<file path="config.mk">
export PLATFORM = sky130hd
export DESIGN_NAME = pipe_ctrl
export DESIGN_NICKNAME = d
export VERILOG_FILES = /design/src/rtl/pipe_ctrl_pkg.sv /design/src/rtl/pipe_ctrl.sv
export SDC_FILE = /design/constraint.sdc
export NUM_CORES = 1
export LEC_CHECK = 0
export CELL_PAD_IN_SITES_DETAIL_PLACEMENT = 1
export CELL_PAD_IN_SITES_GLOBAL_PLACEMENT = 2
export CORE_MARGIN = 8
export CORE_UTILIZATION = 24
export CTS_BUF_LIST = sky130_fd_sc_hd__clkbuf_8
export CTS_CLUSTER_SIZE = 12
export DETAILED_ROUTE_END_ITERATION = 8
export PLACE_DENSITY_LB_ADDON = 0.1
export SETUP_SLACK_MARGIN = 0.5
export SYNTH_ARGS = -nofsm -noshare
export SYNTH_HDL_FRONTEND = slang
export SYNTH_SLANG_ARGS = --single-unit
</file>
<file path="constraint.sdc">
create_clock -name clk -period 1.7 [get_ports clk]
set_input_delay 0.255 -clock clk [delete_from_list [all_inputs] [get_ports clk]]
set_output_delay 0.255 -clock clk [all_outputs]
set_load 0.05 [all_outputs]
</file>
<file path="src/rtl/pipe_ctrl_pkg.sv">
// Shared definitions for the pipeline controller: state encoding,
// address width and the default reset PC.
package pipe_ctrl_pkg;

  localparam int unsigned ADDR_W = 32;

  localparam logic [ADDR_W-1:0] DEFAULT_RESET_PC = 32'h0000_0000;

  typedef enum logic [1:0] {
    ST_RUN   = 2'd0,
    ST_DRAIN = 2'd1,
    ST_ENTER = 2'd2
  } state_e;

endpackage

</file>
<file path="src/rtl/pipe_ctrl.sv">
// Central pipeline controller: PC hold, IF/ID and ID/EX flush, fetch
// redirect, and interrupt entry sequencing (drain EX, capture return
// PC, redirect to the vector for one ENTER cycle).
module pipe_ctrl
  import pipe_ctrl_pkg::*;
#(
  parameter logic [ADDR_W-1:0] RESET_PC = DEFAULT_RESET_PC
) (
  input  logic              clk,
  input  logic              rstn,
  input  logic              jump_req_i,
  input  logic [ADDR_W-1:0] jump_addr_i,
  input  logic              div_busy_i,
  input  logic              bus_wait_i,
  input  logic [ADDR_W-1:0] id_pc_i,
  input  logic              irq_req_i,
  input  logic [ADDR_W-1:0] irq_vec_i,
  output logic              hold_pc_o,
  output logic              flush_if_id_o,
  output logic              flush_id_ex_o,
  output logic              redirect_o,
  output logic [ADDR_W-1:0] redirect_addr_o,
  output logic              irq_ack_o,
  output logic [ADDR_W-1:0] irq_epc_o
);

  state_e            state_q, state_d;
  logic [ADDR_W-1:0] vec_q, vec_d;
  logic [ADDR_W-1:0] epc_q, epc_d;

  logic              freeze;
  logic              hold_c, flush_c, redir_c, ack_c;
  logic [ADDR_W-1:0] redir_addr_c;

  assign freeze = bus_wait_i | div_busy_i;

  // State, vector and return-PC registers.
  always_ff @(posedge clk or negedge rstn) begin
    if (!rstn) begin
      state_q <= ST_RUN;
      vec_q   <= '0;
      epc_q   <= '0;
    end else begin
      state_q <= state_d;
      vec_q   <= vec_d;
      epc_q   <= epc_d;
    end
  end

  // Next-state logic and raw control decisions from state and inputs.
  always_comb begin
    state_d      = state_q;
    vec_d        = vec_q;
    epc_d        = epc_q;
    hold_c       = 1'b0;
    flush_c      = 1'b0;
    redir_c      = 1'b0;
    redir_addr_c = jump_addr_i;
    ack_c        = 1'b0;

    unique case (state_q)
      ST_RUN: begin
        if (freeze) begin
          hold_c  = 1'b1;
          flush_c = 1'b1;
        end else if (jump_req_i) begin
          redir_c = 1'b1;
          flush_c = 1'b1;
        end
        if (irq_req_i) begin
          vec_d = irq_vec_i;
          if (freeze) begin
            state_d = ST_DRAIN;
          end else if (jump_req_i) begin
            // The jump target is where execution resumes after the handler.
            epc_d   = jump_addr_i;
            state_d = ST_ENTER;
          end else begin
            // Freeze so the ID instruction stays put; it is the return PC.
            hold_c  = 1'b1;
            flush_c = 1'b1;
            epc_d   = id_pc_i;
            state_d = ST_ENTER;
          end
        end
      end

      ST_DRAIN: begin
        if (freeze) begin
          hold_c  = 1'b1;
          flush_c = 1'b1;
        end else if (jump_req_i) begin
          redir_c = 1'b1;
          flush_c = 1'b1;
          epc_d   = jump_addr_i;
          state_d = ST_ENTER;
        end else begin
          hold_c  = 1'b1;
          flush_c = 1'b1;
          epc_d   = id_pc_i;
          state_d = ST_ENTER;
        end
      end

      ST_ENTER: begin
        redir_c      = 1'b1;
        redir_addr_c = vec_q;
        flush_c      = 1'b1;
        ack_c        = 1'b1;
        state_d      = ST_RUN;
      end

      default: begin
        state_d = ST_RUN;
      end
    endcase
  end

  // Output stage: reset forces everything quiet in the same cycle.
  always_comb begin
    hold_pc_o       = 1'b0;
    flush_if_id_o   = 1'b0;
    flush_id_ex_o   = 1'b0;
    redirect_o      = 1'b0;
    redirect_addr_o = RESET_PC;
    irq_ack_o       = 1'b0;
    irq_epc_o       = '0;
    if (rstn) begin
      hold_pc_o     = hold_c;
      flush_if_id_o = flush_c;
      flush_id_ex_o = flush_c;
      redirect_o    = redir_c;
      if (redir_c) begin
        redirect_addr_o = redir_addr_c;
      end
      irq_ack_o = ack_c;
      irq_epc_o = epc_q;
    end
  end

endmodule

</file>
==> results by group, run 1 <==
Route
  • DRC: 0
  • Routed vias: between 3000 and 4000
  • Final WL: ~16000 µm
  • Initial DRT Pass Iterations: 3
  • Vias per cell: 4.375
  • Final ANT Viol Nets: 0
  • Iter 0 DRT Violations: 54
  • WL/cell: ~21 µm

Timing
  • Setup violators final: slightly above 100
  • Slew HR: roughly 74%
  • Fin Clk Skew: between 0.006 and 0.007 ns
  • RSZ-0062 raised after global routing: yes
  • Worst slew pin tran: between 0.3 and 0.4 ns
  • Hold slack final: 0.01761 ns
  • F_max: 0.4698 GHz
  • Tcrit/Tclk final: 125.2%
  • Fin crit period: 2.129 ns
  • Setup WS post-layout: -0.4286 ns
  • Final Hold Viols: 0
  • Pins over their slew limit: 0

Run
  • Max cap viols: 0

GRT
  • GRT Util Overall: between 10% and 20%
  • First-pass GRT wire length: 24870 µm
  • Grt ovf: 0
  • Largest net degree at the start of global routing: 28
  • Vias in the first global route: approximately 4000
  • Number of antenna violations at the first check in global routing: 0

Final layout
  • Synth-to-layout area growth: 128.6%
  • Final #Nets: 662
  • Antenna Cells: 0
  • Proportion of layout cells with a drive suffix above 1: around two thirds
  • Fin util: between 50% and 60%
  • Final Instance Area: about 0.0086 mm²

Synthesis
  • Top post-synthesis cells by area: dfrtp_1 (44%), mux2_2 (25%), mux2i_1 (8.5%)
  • Syn. warnings: 0
  • Avg Inst Size Synth: about 12 µm²
  • Mapped Area: around 0.0038 mm²
  • Area share of the largest cell type after synthesis: between 40% and 50%
  • Post-synth EDFFs: 0
  • Post-Syn Instances: 310
  • Top cells by count, synth: mux2_2 (85), dfrtp_1 (66), and2_1 (33), nor2_1 (33), mux2i_1 (32)
  • Count leader, synth: mux2_2
  • Flops & latches, synth: 66
  • Synth Flop Type: dfrtp_1
  • Syn nets: ~420
  • Area leader, netlist: dfrtp_1
  • Sequential share of the synthesized area: a little over two fifths
  • Count of cell types in the netlist: 27
  • Asr flop ratio synth: between 90% and 100%

Place
  • DP Worst Slack: -0.3833 ns
  • I/O Buffers: between 150 and 200
  • DPL Wire Length: 10470 µm
  • Gpl congestion: a little over 0.7
  • Placed cell area: between 0.006 and 0.007 mm²

Critical path
  • Critical Path Sink Type: primary output
  • CP Data Arrival Time: 1.87 ns
  • Crit path kind: register to primary output
  • Max FO, Critical Path: 8
  • Req. time, crit path: roughly 1.4 ns
  • Worst setup SP type: register

Die
  • Initial Util: 24.61%
  • Die Area: approximately 0.020 mm²
  • IO Pins: 171
  • Core Box Area: around 0.015 mm²
  • Die width: between 100 and 150 µm
  • Row cnt: between 40 and 50
  • Die Ht: roughly 140 µm

CTS
  • Maximum root-to-sink buffer count: 2
  • Sink Count: 66
  • Clk root buf: clkbuf_8
  • CTS Buf Count: 9
  • H-tree depth: 3
  • Clock transition at the registers of the reported paths: approximately 0.07 ns
  • Skew-Pair Late Insertion Delay: 0.36 ns
  • TritonCTS clock tree: done

Power and ir drop
  • VDD IR max: 676.1 µV
  • Pleak: around 3.6 nW
  • PwrDens: 1547 mW/mm²
  • Total power: between 10 and 15 mW

Run status
  • Status: complete, but fails checks
  • Failing checks: negative setup slack

Min path
  • Worst hold path class: primary input to asynchronous set/reset pin
==> routing by layer <==
layer / wire, µm / part of all wire [%] / global-route usage [%] / vias up
met5: 0 / 0 / 0 / -
met4: 267 / 1.6 / 4.977 / 0
met3: 1274 / 7.7 / 6.786 / 17
met2: 8799 / 53 / 29.35 / 101
met1: 6142 / 37 / 18.03 / 1687
li1: - / - / - / 1568
==> path summary, 6_finish.rpt <==
check                                            start                     end  slack (ns)  cells past startpoint
worst min register to register   epc_q[13]$_DFFE_PN0P_   epc_q[13]$_DFFE_PN0P_        0.51                      1
min in group clk                         irq_vec_i[25]   vec_q[25]$_DFFE_PN0P_        0.50                      2
worst max-delay path            state_q[1]$_DFFE_PN0P_     redirect_addr_o[30]       -0.43                      6
max in group asynchronous                         rstn  state_q[1]$_DFFE_PN0P_        0.89                      3
worst min-delay path                              rstn   epc_q[14]$_DFFE_PN0P_        0.02                      3
worst max register to register  state_q[1]$_DFFE_PN0P_   epc_q[29]$_DFFE_PN0P_       -0.36                     10
==> report_power, final <==
part | internal [mW] | switching (mW) | total [mW]
combinational | 5.17 | 3.71 | 8.88
sequential | 2.38 | 0.610 | 2.99
clock | 0.783 | 0.637 | 1.42
==> state kept, by name, indices dropped and copies added, names as in the netlist <==
register,cells
epc_q,32
vec_q,32
state_q,2
==> what timing repair did <==
action,4_1_cts,5_1_grt
hold buffers,2,2
setup endpoints to repair,134,135
pin swaps,4,13
cloned,9,3
gates resized for setup,159,34
buffers inserted,27,18
endpoints found under the hold margin,20,6
==> cell type report <==
| cell class | count | area [µm²] |
|---|---|---|
| multi-input cells | 219 | 2914 |
| clock buffers | 12 | 165.2 |
| repair buffers | 256 | 3528 |
| fillers | 1457 | 6674 |
| inverters | 4 | 21.27 |
| well taps | 211 | 264.0 |
| flip-flops and latches | 66 | 1653 |
| clock inverters | 3 | 38.79 |
==> metrics by stage <==
| stage | instances | setup TNS (ns) |
|---|---|---|
| after global placement | 695 | -17.83 |
| final | 771 | -27.85 |
| after global routing | 771 | -34.52 |
| after CTS | 748 | -22.94 |
| after floorplan | 310 | -0.04517 |
| after detailed placement | 695 | -19.34 |
==> placed cells by master (no fill, tap or decap), types with 9 or more instances in the layout <==
cell type / n
and2_4: 33
buf_12: 84
buf_16: 9
buf_4: 44
buf_6: 11
clkbuf_8: 12
clkdlybuf4s50_1: 96
dfrtp_1: 65
mux2_2: 36
mux2_4: 60
mux2i_2: 10
mux2i_4: 22
nor2_4: 31
==> critical path, cell delays in order (launching register included) <==
cell	delay, ns
dfrtp_2	0.44
buf_6	0.12
ha_4	0.23
buf_12	0.20
mux2i_2	0.29
nor2_4	0.07
buf_12	0.15
==> cell families (layout without fill, tap and decap cells) <==
kind of cell | Yosys count | in the layout | share of synthesized area, %
compound gates | 10 | 10 | 1.866
fa+ha+maj | 4 | 4 | 1.333
buf+inv | 25 | 275 | 3.665
flops | 66 | 66 | 43.99
mux | 128 | 128 | 38.32
simple gates | 77 | 77 | 10.83
No activity file was read; power rests on OpenSTA's default activity.
==> run 2: changes to the inputs <==
- CORE_ASPECT_RATIO: unset -> 2
- CORE_UTILIZATION: 24 -> 28
- clock period: 1.7 -> 2.64 ns (I/O delays scaled with it)
==> run 2 against run 1 <==
Effect of this change:
- the run now ends clean
- combinational power decreased by 59%
- design area decreased by 23%
- clock power decreased by 40%
- first-iteration DRC count increased by 22%
- utilization decreased by 6.8 points
- critical path depth unchanged
- die area decreased by 12%
- clock skew increased by 0.0050 ns
- register-to-register slack improved by 1.1 ns
- count of clock-buffer cells in the layout decreased by 2
- critical endpoint is now redirect_addr_o[2]
==> results by group, run 2 (synthesis gave the netlist of run 1 again) <==
Power and ir drop
  • Seq pwr share: 29.5%
  • Sw Pwr: between 2 and 3 mW
  • Int Power: about 3.7 mW
  • VDD IR max: approximately 430 µV
  • Clock Power Share: about 14%
  • PwrDens: around 960 mW/mm²
  • Pleak: 2.622 nW
  • Sw Ratio: between 40% and 50%
  • Comb pwr share: 56.9%

Timing
  • Pins over their slew limit: 0
  • Fin Clk Skew: 0.01203 ns
  • Tcrit/Tclk final: 81.30%
  • Setup TNS Final: 0 ns
  • Final Hold Viols: 0
  • Worst slew pin tran: approximately 0.54 ns
  • Fin crit period: ~2.1 ns
  • Setup violators final: 0
  • Slew HR: between 60% and 70%
  • F_max: 0.4659 GHz
  • RSZ-0062 raised after global routing: yes

Critical path
  • R2r startpoint: state_q[1]$_DFFE_PN0P_
  • Req. time, crit path: between 2 and 2.5 ns
  • Reg2Reg Depth: 6
  • Critical Path Sink Type: primary output
  • Critical-path cell list: inv_2 -> ha_4 -> buf_12 -> mux2i_4 -> nor2_4 -> buf_12
  • Crit path kind: register to primary output
  • Worst setup SP type: register
  • Largest stage delay on the critical path: ~0.4 ns
  • Internal reg-to-reg setup slack: 0.78 ns
  • Max FO, Critical Path: 9
  • FF-to-FF End: epc_q[9]$_DFFE_PN0P_
  • CP max-delay cell: dfrtp_1
  • Crit-path most repeated cell: buf_12
  • CP Data Arrival Time: around 1.8 ns

CTS
  • CTS Buf Count: 9
  • Sink Count: 66
  • Post-CTS Hold Fix Bufs: 0
  • Skew-Pair Late Insertion Delay: 0.34 ns
  • Clock transition at the registers of the reported paths: around 0.080 ns
  • TritonCTS clock tree: done
  • Clk root buf: clkbuf_8
  • Maximum root-to-sink buffer count: 2
  • H-tree depth: 3

Final layout
  • Final #Nets: 590
  • Synth-to-layout area growth: 75.07%
  • Leading cell type in the layout, fill and taps excluded: clkdlybuf4s50_1
  • Antenna Cells: 0
  • Proportion of layout cells with a drive suffix above 1: a little over half
  • Commonest non-fill, non-tap cells in the layout: clkdlybuf4s50_1 (96), mux2_2 (85), dfrtp_1 (65), buf_4 (41), buf_12 (40)
  • # fillers: between 1000 and 1500
  • Top flop regs: epc_q: 32 flops, vec_q: 32 flops, state_q: 2 flops
  • Fin util: 49.47%

GRT
  • Met3 Use GR: ~5.4%
  • Largest net degree at the start of global routing: 53
  • First-pass GRT wire length: 20700 µm
  • GRT Util Overall: roughly 15%
  • Most used routing layer: met2
  • Met2 Usage GRT: 24.88%
  • Grt ovf: 0
  • Vias in the first global route: between 3000 and 4000
  • GR Layer Usage met1: between 10% and 20%
  • Number of antenna violations at the first check in global routing: 0

Place
  • Gpl congestion: between 0.8 and 0.9
  • I/O Buffers: 170
  • DPL Wire Length: 9528 µm

Route
  • Initial DRT Pass Iterations: 4
  • WL/cell: roughly 20 µm
  • Routed vias: 3049
  • Vias per cell: ~4.7
  • Iter 0 DRT Violations: 66
  • Final ANT Viol Nets: 0
  • Final WL: 12860 µm
  • DRC: 0

Die
  • Die Area: 0.01760 mm²
  • Row cnt: 60
  • Initial Util: between 20% and 30%
  • Die Ht: 179.8 µm
  • Die width: between 90 and 100 µm
  • Core Box Area: approximately 0.013 mm²
  • IO Pins: 171

Run
  • Max cap viols: 0

Run status
  • Status: finished clean

Min path
  • Worst hold path class: primary input to asynchronous set/reset pin
## run 2: cell count changes in the layout (fill, tap and decap cells not counted), moves of 8 or more
cell     change
mux2_4      -50
mux2_2      +49
buf_12      -44
and2_1      +33
and2_4      -33
nor2_2      +17
nor2_4      -17
mux2i_1     +11
buf_6        -9
buf_16       -8
mux2i_4      -8
## run 2: final cells by class
class | count | area [µm²] | area share (%)
flip-flops and latches | 66 | 1653 | 25.14
repair buffers | 184 | 2151 | 32.72
clock buffers | 10 | 137.6 | 2.094
multi-input cells | 219 | 2366 | 35.99
well taps | 155 | 193.9 | 2.950
clock inverters | 6 | 57.56 | 0.8755
inverters | 4 | 15.01 | 0.2284
## run 2: timing repair
item / 4_1_cts / 5_1_grt
pin swaps: 1 / 2
gates resized for setup: 42 / 29
buffers inserted: 2 / 0
cloned: 1 / 0
endpoints found under the setup margin: 37 / 35
## run 2: per-stage QoR
stage	power [mW]	setup WS, ns	cell area [µm²]	hold slack (ns)	cells
global placement	4.949	0.1806	5998	0.4263	625
global route	6.687	0.4047	6574	0.06203	644
finish	6.315	0.4936	6574	0.05309	644
CTS	6.239	0.4528	6415	0.04282	644
detailed placement	5.060	0.1652	5998	0.4346	625
floorplan	3.871	0.4532	3837	0.1004	310
## run 2: how the worst max path moves through the flow
stage | from | depth (start not counted) | end
finish | state_q[0]$_DFFE_PN0P_ | 6 | redirect_addr_o[2]
CTS | state_q[0]$_DFFE_PN0P_ | 6 | redirect_addr_o[0]
detailed placement | div_busy_i | 6 | redirect_addr_o[31]
floorplan | state_q[1]$_DFFE_PN0P_ | 5 | flush_if_id_o
global route | state_q[1]$_DFFE_PN0P_ | 5 | redirect_addr_o[29]
global placement | div_busy_i | 6 | redirect_addr_o[31]
## run 2: metal layers
metal	part of all wire [%]	vias to the layer above
met1	41	1504
met4	1.5	0
li1	-	1417
met2	49	114
met3	8.0	14
met5	0	-
## run 2: worst max-delay path: cells and delay by family, from the launching register on
family	cells	cell delay, ns
flops	1	0.40
simple gates	1	0.06
buf+inv	3	0.45
fa+ha+maj	1	0.22
mux	1	0.27
## run 2: power by group through the flow
stage          clock, mW  combinational [mW]  sequential, mW
3_5_place_dp           0                3.25            1.81
5_1_grt            0.940                3.81            1.94
3_3_place_gp           0                3.18            1.77
6_report           0.857                3.60            1.86
4_1_cts            0.898                3.51            1.83
2_1_floorplan          0                2.16            1.71
==> run 3: changes to the inputs <==
- CORE_UTILIZATION: 28 -> 26
- clock period: 2.64 -> 2 ns (I/O delays scaled with it)
==> run 3 against run 2 <==
Effect of this change:
- the run now ends with negative setup slack left
- first-iteration DRC count shrank 29%
- routed wire length grew 24%
- worst hold slack lost 0.043 ns
- sequential power grew 34%
- sequential share of layout area shrank 4.0 points
- global-route usage grew 2.6 points
- critical path type is now register to register
- largest cell class is now buffers
==> results by group, run 3 (synthesis gave the netlist of run 1 again) <==
Power and ir drop
  • PwrDens: 1268 mW/mm²
  • Pleak: about 3 nW
  • Sw Pwr: 3.935 mW
  • Int Power: around 6.0 mW
  • Comb pwr share: approximately 64%
  • Total power: 9.913 mW
  • VDD IR max: between 800 and 900 µV
  • Sw Ratio: between 30% and 40%
  • Seq pwr share: roughly a quarter
  • Clock Power Share: 10.5%

Route
  • Routed vias: about 3200
  • Iter 0 DRT Violations: between 40 and 50
  • DRC: 0
  • WL/cell: between 20 and 25 µm
  • Vias per cell: roughly 4.6
  • Final WL: 15970 µm
  • Initial DRT Pass Iterations: 4
  • Final ANT Viol Nets: 0

Final layout
  • Register area: 0.001653 mm²
  • Commonest non-fill, non-tap cells in the layout: clkdlybuf4s50_1 (97), mux2_2 (85), buf_12 (79), dfrtp_1 (65), and2_1 (32)
  • Final #Nets: 621
  • # fillers: about 1400
  • Synth-to-layout area growth: 108.3%
  • Leading cell type in the layout, fill and taps excluded: clkdlybuf4s50_1
  • Proportion of layout cells with a drive suffix above 1: slightly below 60%
  • Final Instance Area: between 0.007 and 0.008 mm²
  • Top flop regs: epc_q: 32 flops, vec_q: 32 flops, state_q: 2 flops
  • Area occupied by multi-input gates: about 0.0026 mm²
  • Antenna Cells: 0
  • Fin util: ~55%
  • Fin cells: 711

GRT
  • Number of antenna violations at the first check in global routing: 0
  • GRT Util Overall: 17.53%
  • Vias in the first global route: 3971
  • Largest net degree at the start of global routing: 32
  • First-pass GRT wire length: between 20000 and 25000 µm
  • Grt ovf: 0

CTS
  • Clk root buf: clkbuf_8
  • Maximum root-to-sink buffer count: 2
  • Sink Count: between 60 and 70
  • CTS Buf Count: 9
  • H-tree depth: 3
  • TritonCTS clock tree: done
  • Skew-Pair Late Insertion Delay: approximately 0.35 ns
  • Clock transition at the registers of the reported paths: 0.08 ns

Die
  • Die Ht: 186.0 µm
  • Core Box Area: 0.01427 mm²
  • Die Area: 0.01878 mm²
  • Initial Util: approximately a quarter
  • Row cnt: 62
  • IO Pins: between 150 and 200
  • Die width: between 100 and 150 µm

Place
  • Placed cell area: a little under 0.007 mm²
  • Gpl congestion: around 0.70
  • I/O Buffers: 170
  • DP Worst Slack: -0.1702 ns
  • DPL Wire Length: around 11000 µm
  • Placed cells: ~670

Timing
  • Worst slew pin tran: 0.3006 ns
  • Fin Clk Skew: 0.01102 ns
  • Fin crit period: 2.121 ns
  • Setup violators final: 64
  • F_max: about 0.47 GHz
  • Tcrit/Tclk final: 106.0%
  • Setup WS post-layout: -0.1205 ns
  • Slew HR: 79.96%
  • RSZ-0062 raised after global routing: yes
  • Final Hold Viols: 0
  • Pins over their slew limit: 0

Critical path
  • Req. time, crit path: 2.23 ns
  • CP max-delay cell: dfrtp_2
  • R2r startpoint: state_q[1]$_DFFE_PN0P_
  • Crit path kind: register to register
  • Critical Path Sink Type: register
  • Largest stage delay on the critical path: roughly 0.47 ns
  • Crit-path most repeated cell: buf_6
  • Reg2Reg Depth: 9
  • Critical-path cell list: buf_4 -> inv_4 -> ha_4 -> buf_6 -> nand2_8 -> a21boi_4 -> buf_6 -> bufbuf_16 -> mux2_4
  • CP Data Arrival Time: approximately 2.4 ns
  • Max FO, Critical Path: 7
  • Worst setup SP type: register
  • FF-to-FF End: epc_q[18]$_DFFE_PN0P_
  • Internal reg-to-reg setup slack: -0.12 ns

Run status
  • Status: complete, but fails checks
  • Failing checks: negative setup slack

Min path
  • Worst hold path class: primary input to asynchronous set/reset pin

Run
  • Max cap viols: 0
run 3: worst max-delay path by stage:
stage          cells past startpoint                    from                    end  slack (ns)
2_1_floorplan                      5  state_q[1]$_DFFE_PN0P_          flush_if_id_o        0.21
3_3_place_gp                       5              bus_wait_i          flush_if_id_o       -0.15
3_5_place_dp                       5              div_busy_i          flush_if_id_o       -0.17
4_1_cts                            6  state_q[0]$_DFFE_PN0P_    redirect_addr_o[30]       -0.14
5_1_grt                            9  state_q[1]$_DFFE_PN0P_  epc_q[18]$_DFFE_PN0P_       -0.19
6_report                           9  state_q[1]$_DFFE_PN0P_  epc_q[18]$_DFFE_PN0P_       -0.12
run 3: layout make-up:
class                   instances  share of cell area (%)
flip-flops and latches         66                   21.14
clock buffers                  11                   1.936
inverters                       4                  0.2720
clock inverters                 4                  0.2560
repair buffers                215                   39.79
multi-input cells             219                   33.54
well taps                     192                   3.072
run 3: critical path, delay by kind of cell, from the launching register on:
kind / cells / cell delay [ns]
buffers and inverters: 5 / 0.78
flip-flops: 1 / 0.47
multiplexers: 1 / 0.29
AO/OA/AOI/OAI: 1 / 0.22
adder cells (fa/ha/maj): 1 / 0.16
AND/OR/NAND/NOR: 1 / 0.07
run 3: repair_timing:
action	in CTS	in global routing
cloned	8	1
hold endpoints to repair	2	0
pin swaps	4	15
setup buffers	17	3
setup endpoints to repair	122	107
resized for setup	44	40
hold buffers	1	0
run 3: metal layers:
layer / vias up / track usage (%) / share of wire [%]
met2: 97 / 36.15 / 62
met4: 0 / 5.405 / 1.4
met5: - / 0 / 0
met1: 1639 / 15.76 / 31
li1: 1485 / - / -
met3: 15 / 4.159 / 5.4
run 3: power groups by stage:
stage	Sequential (mW)	Clock, mW	Combinational (mW)
2_1_floorplan	2.27	0	3.19
3_3_place_gp	2.35	0	5.13
3_5_place_dp	2.40	0	5.21
4_1_cts	2.41	1.08	6.07
5_1_grt	2.59	1.13	6.68
6_report	2.50	1.04	6.38
run 3: metrics by stage:
step	setup TNS, ns	hold slack, ns
detailed placement	-3.804	0.1443
floorplan	0	0.004409
CTS	-5.361	0.01260
global placement	-3.438	0.1390
global route	-9.176	0.01415
finish	-4.017	0.01003
